===== src/rtl/fp_mul_pipe_pkg.sv =====
`default_nettype none
// +--------------------------------------------------------------------------+
// | Package : fp_mul_pipe_pkg                                                |
// | Brief   : Shared constants, stage payload structs and the operand        |
// |           unpack/classify helper for the fp_mul_pipe multiplier.         |
// | Rev     : 1.0 - initial release                                          |
// +--------------------------------------------------------------------------+
package fp_mul_pipe_pkg;

    localparam int          c_exp_w   = 8;
    localparam int          c_man_w   = 23;
    localparam logic [9:0]  c_bias    = 10'd127;
    localparam logic [7:0]  c_exp_max = 8'hFF;
    localparam logic [31:0] c_qnan    = 32'h7FC0_0000;

    // Stage 1 payload: unpacked operands plus the already-resolved special
    // result, so later stages only carry it along.
    typedef struct packed {
        logic                      sign;
        logic signed [9:0]         exp;
        logic [c_man_w:0]          man_a;
        logic [c_man_w:0]          man_b;
        logic                      special;
        logic [31:0]               special_val;
        logic                      invalid;
    } s1_t;

    // Stage 2 payload: raw 48-bit significand product.
    typedef struct packed {
        logic                      sign;
        logic signed [9:0]         exp;
        logic [2*c_man_w+1:0]      prod;
        logic                      special;
        logic [31:0]               special_val;
        logic                      invalid;
    } s2_t;

    // Unpack both operands. A zero exponent field is treated as zero, so
    // denormal inputs are flushed here and never reach the multiplier.
    function automatic s1_t fp_unpack(input logic [31:0] a, input logic [31:0] b);
        s1_t  r;
        logic a_zero, b_zero, a_inf, b_inf, a_nan, b_nan;
        a_zero = (a[30:23] == '0);
        b_zero = (b[30:23] == '0);
        a_inf  = (a[30:23] == c_exp_max) && (a[22:0] == '0);
        b_inf  = (b[30:23] == c_exp_max) && (b[22:0] == '0);
        a_nan  = (a[30:23] == c_exp_max) && (a[22:0] != '0);
        b_nan  = (b[30:23] == c_exp_max) && (b[22:0] != '0);

        r.sign    = a[31] ^ b[31];
        r.exp     = $signed({2'b00, a[30:23]}) + $signed({2'b00, b[30:23]})
                    - $signed(c_bias);
        r.man_a   = {1'b1, a[22:0]};
        r.man_b   = {1'b1, b[22:0]};
        r.invalid = a_nan | b_nan | (a_inf & b_zero) | (b_inf & a_zero);
        r.special = a_nan | b_nan | a_inf | b_inf | a_zero | b_zero;
        if (r.invalid)
            r.special_val = c_qnan;
        else if (a_inf | b_inf)
            r.special_val = {r.sign, c_exp_max, {c_man_w{1'b0}}};
        else
            r.special_val = {r.sign, {(c_exp_w + c_man_w){1'b0}}};
        return r;
    endfunction

endpackage
`default_nettype wire


===== src/rtl/fp_mul_round.sv =====
`default_nettype none
// +--------------------------------------------------------------------------+
// | Module  : fp_mul_round                                                   |
// | Brief   : Combinational normalize, round-to-nearest-even, overflow /     |
// |           underflow clamp and pack of a 48-bit significand product.      |
// | Ports   : i_sign, i_exp (biased, 10-bit signed), i_prod (48-bit)         |
// |           o_result (packed single), o_overflow, o_underflow, o_inexact   |
// | Rev     : 1.0 - initial release                                          |
// +--------------------------------------------------------------------------+
module fp_mul_round
    import fp_mul_pipe_pkg::*;
(
    input  logic              i_sign,
    input  logic signed [9:0] i_exp,
    input  logic [47:0]       i_prod,
    output logic [31:0]       o_result,
    output logic              o_overflow,
    output logic              o_underflow,
    output logic              o_inexact
);

    logic signed [9:0] w_exp_norm;
    logic signed [9:0] w_exp_rnd;
    logic [22:0]       w_man;
    logic              w_guard;
    logic              w_sticky;
    logic              w_round_up;
    logic [23:0]       w_man_rnd;

    always_comb begin
        // Product of two [1,2) significands lies in [1,4): bit 47 set means
        // the value is >= 2 and needs one extra exponent step.
        if (i_prod[47]) begin
            w_man      = i_prod[46:24];
            w_guard    = i_prod[23];
            w_sticky   = |i_prod[22:0];
            w_exp_norm = i_exp + 10'sd1;
        end else begin
            w_man      = i_prod[45:23];
            w_guard    = i_prod[22];
            w_sticky   = |i_prod[21:0];
            w_exp_norm = i_exp;
        end

        w_round_up = w_guard & (w_sticky | w_man[0]);
        w_man_rnd  = {1'b0, w_man} + {23'd0, w_round_up};
        // Carry-out leaves w_man_rnd[22:0] at zero, i.e. significand 1.0.
        w_exp_rnd  = w_man_rnd[23] ? (w_exp_norm + 10'sd1) : w_exp_norm;

        o_overflow  = (w_exp_rnd >= 10'sd255);
        o_underflow = (w_exp_rnd <= 10'sd0);
        o_inexact   = (w_guard | w_sticky) & ~o_overflow & ~o_underflow;

        if (o_overflow)
            o_result = {i_sign, c_exp_max, {c_man_w{1'b0}}};
        else if (o_underflow)
            o_result = {i_sign, 31'h0};
        else
            o_result = {i_sign, w_exp_rnd[7:0], w_man_rnd[22:0]};
    end

endmodule
`default_nettype wire


===== src/rtl/fp_mul_pipe.sv =====
`default_nettype none
// +--------------------------------------------------------------------------+
// | Module  : fp_mul_pipe                                                    |
// | Brief   : Pipelined IEEE-754 single-precision multiplier with            |
// |           valid/ready flow control, one product per cycle.               |
// | Params  : PIPE_MUL - 1: register after the significand multiply          |
// |                      (latency 3); 0: latency 2                           |
// | Ports   : clock, reset (sync, active-high)                               |
// |           in_valid/in_ready, A_FP, B_FP   - operand side                 |
// |           out_valid/out_ready, P_FP       - product side                 |
// |           flags {invalid,overflow,underflow,inexact}                     |
// |                  - present only with `define FP_MUL_FLAGS_EN             |
// | Rev     : 1.0 - initial release                                          |
// +--------------------------------------------------------------------------+
module fp_mul_pipe
    import fp_mul_pipe_pkg::*;
#(
    parameter int PIPE_MUL = 1
) (
    input  logic        clock,
    input  logic        reset,
    input  logic        in_valid,
    output logic        in_ready,
    input  logic [31:0] A_FP,
    input  logic [31:0] B_FP,
    output logic        out_valid,
    input  logic        out_ready,
    output logic [31:0] P_FP
`ifdef FP_MUL_FLAGS_EN
    ,
    output logic [3:0]  flags
`endif
);

    logic        w_en;
    logic        r_s1_valid;
    s1_t         r_s1;
    s2_t         w_s2_next;
    s2_t         w_s3;
    logic        w_s3_valid;
    logic [31:0] w_rnd_result;
    logic        w_rnd_ovf;
    logic        w_rnd_unf;
    logic        w_rnd_inx;
    logic [31:0] w_p_next;
    logic [3:0]  w_flags_next;
    logic        r_out_valid;
    logic [31:0] r_p;

    // Whole pipe moves in lockstep; a stalled output freezes every stage,
    // so bubbles stay where they are.
    assign w_en      = ~r_out_valid | out_ready;
    assign in_ready  = w_en;
    assign out_valid = r_out_valid;
    assign P_FP      = r_p;

    // Stage 1: unpack / classify
    always_ff @(posedge clock) begin
        if (reset) begin
            r_s1_valid <= 1'b0;
        end else if (w_en) begin
            r_s1_valid <= in_valid;
            if (in_valid)
                r_s1 <= fp_unpack(A_FP, B_FP);
        end
    end

    // Stage 2: significand multiply
    always_comb begin
        w_s2_next.sign        = r_s1.sign;
        w_s2_next.exp         = r_s1.exp;
        w_s2_next.prod        = 48'(r_s1.man_a) * 48'(r_s1.man_b);
        w_s2_next.special     = r_s1.special;
        w_s2_next.special_val = r_s1.special_val;
        w_s2_next.invalid     = r_s1.invalid;
    end

    if (PIPE_MUL != 0) begin : g_pipe_mul
        logic r_s2_valid;
        s2_t  r_s2;

        always_ff @(posedge clock) begin
            if (reset) begin
                r_s2_valid <= 1'b0;
            end else if (w_en) begin
                r_s2_valid <= r_s1_valid;
                if (r_s1_valid)
                    r_s2 <= w_s2_next;
            end
        end

        assign w_s3_valid = r_s2_valid;
        assign w_s3       = r_s2;
    end else begin : g_comb_mul
        assign w_s3_valid = r_s1_valid;
        assign w_s3       = w_s2_next;
    end

    // Stage 3: normalize / round / pack
    fp_mul_round u_round (
        .i_sign      (w_s3.sign),
        .i_exp       (w_s3.exp),
        .i_prod      (w_s3.prod),
        .o_result    (w_rnd_result),
        .o_overflow  (w_rnd_ovf),
        .o_underflow (w_rnd_unf),
        .o_inexact   (w_rnd_inx)
    );

    // Special operands override whatever the arithmetic path produced.
    assign w_p_next     = w_s3.special ? w_s3.special_val : w_rnd_result;
    assign w_flags_next = w_s3.special ? {w_s3.invalid, 3'b000}
                                       : {1'b0, w_rnd_ovf, w_rnd_unf, w_rnd_inx};

    // P_FP only updates with a new valid result, so it holds otherwise.
    always_ff @(posedge clock) begin
        if (reset) begin
            r_out_valid <= 1'b0;
            r_p         <= 32'h0;
        end else if (w_en) begin
            r_out_valid <= w_s3_valid;
            if (w_s3_valid)
                r_p <= w_p_next;
        end
    end

`ifdef FP_MUL_FLAGS_EN
    logic [3:0] r_flags;

    always_ff @(posedge clock) begin
        if (reset)
            r_flags <= 4'h0;
        else if (w_en && w_s3_valid)
            r_flags <= w_flags_next;
    end

    assign flags = r_flags;
`else
    logic [3:0] w_unused_flags;
    assign w_unused_flags = w_flags_next;
`endif

endmodule
`default_nettype wire

===== config.mk =====
export PLATFORM = sky130hd
export DESIGN_NAME = fp_mul_pipe
export DESIGN_NICKNAME = d
export VERILOG_FILES = /design/src/rtl/fp_mul_pipe_pkg.sv /design/src/rtl/fp_mul_round.sv /design/src/rtl/fp_mul_pipe.sv
export SDC_FILE = /design/constraint.sdc
export NUM_CORES = 2
export LEC_CHECK = 0
export BUFFER_PORTS_ARGS = -buffer_cell sky130_fd_sc_hd__buf_2
export CAP_MARGIN = 20
export CORE_MARGIN = 10
export CORE_UTILIZATION = 35
export CTS_CLUSTER_SIZE = 24
export DETAILED_ROUTE_END_ITERATION = 6
export PLACE_DENSITY = 0.57
export SLEW_MARGIN = 20
export SYNTH_ARGS = -nofsm -noshare
export SYNTH_HDL_FRONTEND = slang
export SYNTH_SLANG_ARGS = --single-unit

===== constraint.sdc =====
create_clock -name clock -period 12.8 [get_ports clock]
set_clock_uncertainty 0.05 [all_clocks]
set_input_delay 1.92 -clock clock [delete_from_list [all_inputs] [get_ports clock]]
set_output_delay 1.92 -clock clock [all_outputs]
set_load 0.02 [all_outputs]

Word level (Yosys, flattened, before mapping)
Cells that the tools add are included.
- flip-flop bits (word level): 217
- output and inout port bits: 34
- logic and storage cells: 65
- input port bits: 68
- $mul: 1
- equality and inequality tests: 2
- add/subtract/negate cells: 5
- multiplexer cells: 9
- bitwise logic cells: 16
- reductions and logical operators: 15
- magnitude comparators: 2
- operators with widths (cell ; number):
    $mux W31 ; 3
    $mul A24 B24 Y48 ; 1
    $logic_not A23 Y1 ; 2
    $reduce_bool A23 Y1 ; 2
    $mux W32 ; 1
    $add A23 B1 Y24 ; 1
    $mux W23 ; 1
    $reduce_or A23 Y1 ; 1
    $reduce_or A22 Y1 ; 1
    $add A10 B2 Y10 const B ; 2
    $mux W10 ; 2
    $eq A8 B8 Y1 const B ; 2
    $logic_not A8 Y1 ; 2
    $ge A10 B9 Y1 const B ; 1
    $le A10 B1 Y1 const B ; 1
    $or A1 B1 Y1 ; 10
    $sub A9 B7 Y10 const B ; 1
    $add A8 B8 Y9 ; 1
    $reduce_and A3 Y1 ; 2
    $logic_and A1 B1 Y1 ; 4
    $and A1 B1 Y1 ; 3
    $mux W1 ; 2
    $not A1 Y1 ; 2
    $reduce_and A2 Y1 ; 1
    $xor A1 B1 Y1 ; 1

Depth between registers and ports, before layout
- depth after elaboration: 10
- depth in mapped cells: 28
- depth with buffers taken out: 26

Cells and area by module
A second synthesis with hierarchy kept.
- cells, all modules: 2847
- area total of the unflattened synthesis: 26679.3 sq um
- by module, submodules not included (module ; cells each ; area each (sq um) ; times used ; sequential area each (sq um)):
    fp_mul_pipe ; 2530 ; 24566.1 ; 1 ; 4424.2
    fp_mul_round ; 317 ; 2113.3 ; 1 ; 0.0

Worst setup path after synthesis
Ideal clock, no wire load.
- kind: input -> register
- start: input port reset
- end: register r_s1[23] (netlist name), enable pin
- setup time: 0.568 ns
- path slack: 5.377 ns
- stages on the path: 3
- arrival: 6.805 ns
- required time: 12.182 ns
- cell sequence: clkbuf_1 -> clkbuf_1 -> nor3b_1
- longest elaborated chain between the ends: 2
- RTL lines (element ; line ; RTL):
    start: declaration ; fp_mul_pipe.sv:21 ; input logic reset,
    $not A1 Y1 (no line) ; -- ;
    $reduce_and A3 Y1 (no line) ; -- ;
    end signal: assignment ; fp_mul_pipe.sv:64 ; r_s1 <= fp_unpack(A_FP, B_FP);
    end: declaration ; fp_mul_pipe.sv:37 ; s1_t r_s1;
No other way between the ends.
A chain may end at the register's enable or synchronous reset.

==> reports/metrics.yaml <==
outcome: "complete, no violations"
vias: 18000
ys_seq_area_share_pct: 17.3
hold_path_class: "flop to flop"
cap_violations: 0
antenna_left: 0
path_class: "flop to flop"
synth.ff_latch_count: 159
critPathMaxFanout: 20
route.detailed.drc: 0
synthesis.area_um2: 25600
core-area_um2: 72700
async_flop_share_pct: 0
cts_resized: 0
final.min_clock_period_ns: 8.54
postCtsSetupBuffers: 0
dr.pass1.iters: 5
rsz0062_at_grt: "false"
drive_above_1_share_pct: 7.39
synth_compound_area_share_pct: 5.85
cp-start-kind: "flop"
yosysWarnings: 0
die_area_um2: 84200
setup_viol: 0
gp_congestion: 0.863
worstSkewPairLatency_ns: 0.51
synth_xor_area_share_pct: 3.08
cts.sinks: 159
synth_nets: 3383
wl_per_cell_um: 20.0
port-buffer-count: 101
hold_viol: 0
drt-total-wl_um: 73300
fin_setup_tns_ns: 0
synth_edf_count: 124
drt-initial-drc-count: 1165
synth_cell_type_count: 74
cts_tree: "done"
synth-adder-area-share_pct: 47.2
dp_hpwl_um: 57600
viasPerCell: 4.90
fmax_ghz: 0.117
nFillCells: 7315
die_h_um: 290
ctsHoldBuffers: 0
syn_to_final_growth_pct: 8.44
row_count: 99
synth.avg_cell_area_um2: 9.68
min_period_over_period_pct: 66.7
cts_buffer_depth: 2
cp-end-kind: "flop"
tightest_slew_ns: 1.14
cts-root-buf: "clkbuf_16"
synthSimpleGateAreaFrac_pct: 15.4
synth_top_family_by_area: "adder cells"
track_usage_pct: 17.7
slew_headroom_pct: 23.9
cts_buffers: 17
grt_max_degree: 64
path_clk_slew_ns: 0.08
chipWidth_um: 290
holdWs_ns: 0.371
drv_slew: 0
yosys_most_used_dff: "edfxtp_1"
muxShareOfSynthArea_pct: 0.769
netlist_instances: 2641
critPathArrivalTime_ns: 8.73
grt_antenna_before_repair: 5
critPathRequiredTime_ns: 12.99
grt-ovfl-total: 0
grt_pass1_vias: 19100
nets: 3435
htree_levels: 4
start_util_pct: 35.1
ios: 102
grt_pass1_wl_um: 115000
[flip-flops by register name, indices dropped and copies added, names as in the netlist]
signal                 count
P_FP                      32
g_pipe_mul.r_s2           63
g_pipe_mul.r_s2_valid      1
out_valid                  1
r_s1                      61
r_s1_valid                 1
[cells by family after synthesis]
family	count (synthesis)
flops	159
fa+ha+maj	674
xor+xnor	90
buf+inv	698
simple gates	785
compound gates	216
mux	19
[through the flow]
step | setup WS, ns | instances | instance area, um^2 | utilization (%)
after floorplan | 5.38 | 2641 | 25600 | -
after global placement | 4.53 | 3633 | 27100 | 37.3
after detailed placement | 4.38 | 3633 | 27100 | 37.3
after CTS | 4.36 | 3665 | 27700 | 38.1
after global routing | 3.95 | 3666 | 27700 | 38.1
final | 4.26 | 3666 | 27700 | 38.1
[cells in the final DEF, fill, tap and decap left out, drive strengths merged, types with 3 or more instances in the layout]
cell type | netlist | final
o211ai | 3 | 3
nand3 | 30 | 30
clkinv | 3 | 6
a211o | 6 | 6
or2 | 4 | 4
clkbuf | 102 | 19
nor3 | 7 | 7
a22o | 20 | 20
ha | 191 | 191
edfxtp | 124 | 124
nor2b | 9 | 9
and3 | 11 | 11
o21bai | 13 | 13
xor2 | 35 | 35
nand4 | 17 | 17
buf | 9 | 144
or3 | 5 | 5
o21ai | 33 | 33
nand2b | 6 | 6
nor3b | 3 | 3
inv | 584 | 593
o21a | 8 | 8
a211oi | 18 | 18
mux2 | 5 | 5
nor4 | 25 | 25
a31oi | 8 | 8
and2 | 247 | 247
a21o | 22 | 22
fa | 483 | 483
mux2i | 14 | 14
o31a | 3 | 3
o32ai | 4 | 4
dfxtp | 35 | 35
a21oi | 57 | 57
xnor2 | 55 | 55
nor2 | 86 | 86
nand2 | 327 | 327
[final timing paths]
| kind | slack, ns | cells past startpoint | endpoint | start |
|---|---|---|---|---|
| max | 4.26 | 24 | g_pipe_mul.r_s2[78] | r_s1[64] |
| min | 0.37 | 0 | g_pipe_mul.r_s2[31] | r_s1[31] |
| max reg2reg | 4.26 | 24 | g_pipe_mul.r_s2[78] | r_s1[64] |
| min reg2reg | 0.37 | 0 | g_pipe_mul.r_s2[31] | r_s1[31] |
[synthesized netlist by cell type (6+ instances only)]
cell type / instances / share of area [%]
fa_1: 483 / 38
xor2_1: 35 / 1.2
a211oi_1: 18 / 0.53
ha_1: 191 / 9.4
a21oi_1: 56 / 1.1
mux2i_1: 14 / 0.55
xnor2_1: 55 / 1.9
nor2b_1: 9 / 0.22
nand2_1: 326 / 4.8
nor4_1: 24 / 0.59
nand4_1: 17 / 0.42
and3_1: 11 / 0.27
dfxtp_1: 35 / 2.7
clkbuf_1: 101 / 1.5
a21o_1: 22 / 0.65
o21bai_1: 13 / 0.38
o21ai_0: 31 / 0.61
a22o_1: 20 / 0.69
nand2b_1: 6 / 0.15
a31oi_1: 8 / 0.20
o21a_1: 8 / 0.24
and2_1: 247 / 6.0
edfxtp_1: 124 / 15
nand3_1: 30 / 0.59
inv_1: 584 / 8.6
nor2_1: 85 / 1.2
[metal layers]
metal / global-route usage, % / routed length (um)
met1: 23.5 / 32300
met2: 28.4 / 34300
met3: 3.73 / 4410
met4: 6.21 / 2310
met5: 0 / 21
[worst max-delay path: stages, from the launching register on]
cell,delay (ns)
edfxtp_1,0.98
inv_1,0.44
nor2_1,0.26
fa_1,0.42
inv_1,0.10
fa_1,0.45
fa_1,0.48
fa_1,0.50
inv_1,0.05
fa_1,0.48
fa_1,0.49
inv_1,0.05
fa_1,0.47
inv_1,0.04
ha_1,0.40
nand4_1,0.16
nor4_1,0.29
o311ai_1,0.18
a31oi_1,0.55
a31oi_1,0.40
o21ai_1,0.42
a211o_1,0.22
a31o_2,0.15
a21oi_1,0.07
xnor2_1,0.16
[cell type report]
| cell class | instances | area (um^2) | area share [%] |
|---|---|---|---|
| multi-input cells | 1784 | 18500 | 66.7 |
| flip-flops and latches | 159 | 4420 | 16.0 |
| inverters | 587 | 2200 | 7.95 |
| well taps | 959 | 1200 | 4.33 |
| repair buffers | 144 | 828 | 2.99 |
| clock buffers | 19 | 433 | 1.56 |
| clock inverters | 13 | 144 | 0.519 |
| diodes | 1 | 2.50 | 0.00903 |
Power is left out: the tool's default activity adds up to more than one toggle a clock period on the data nets, which glitch-free logic cannot reach.
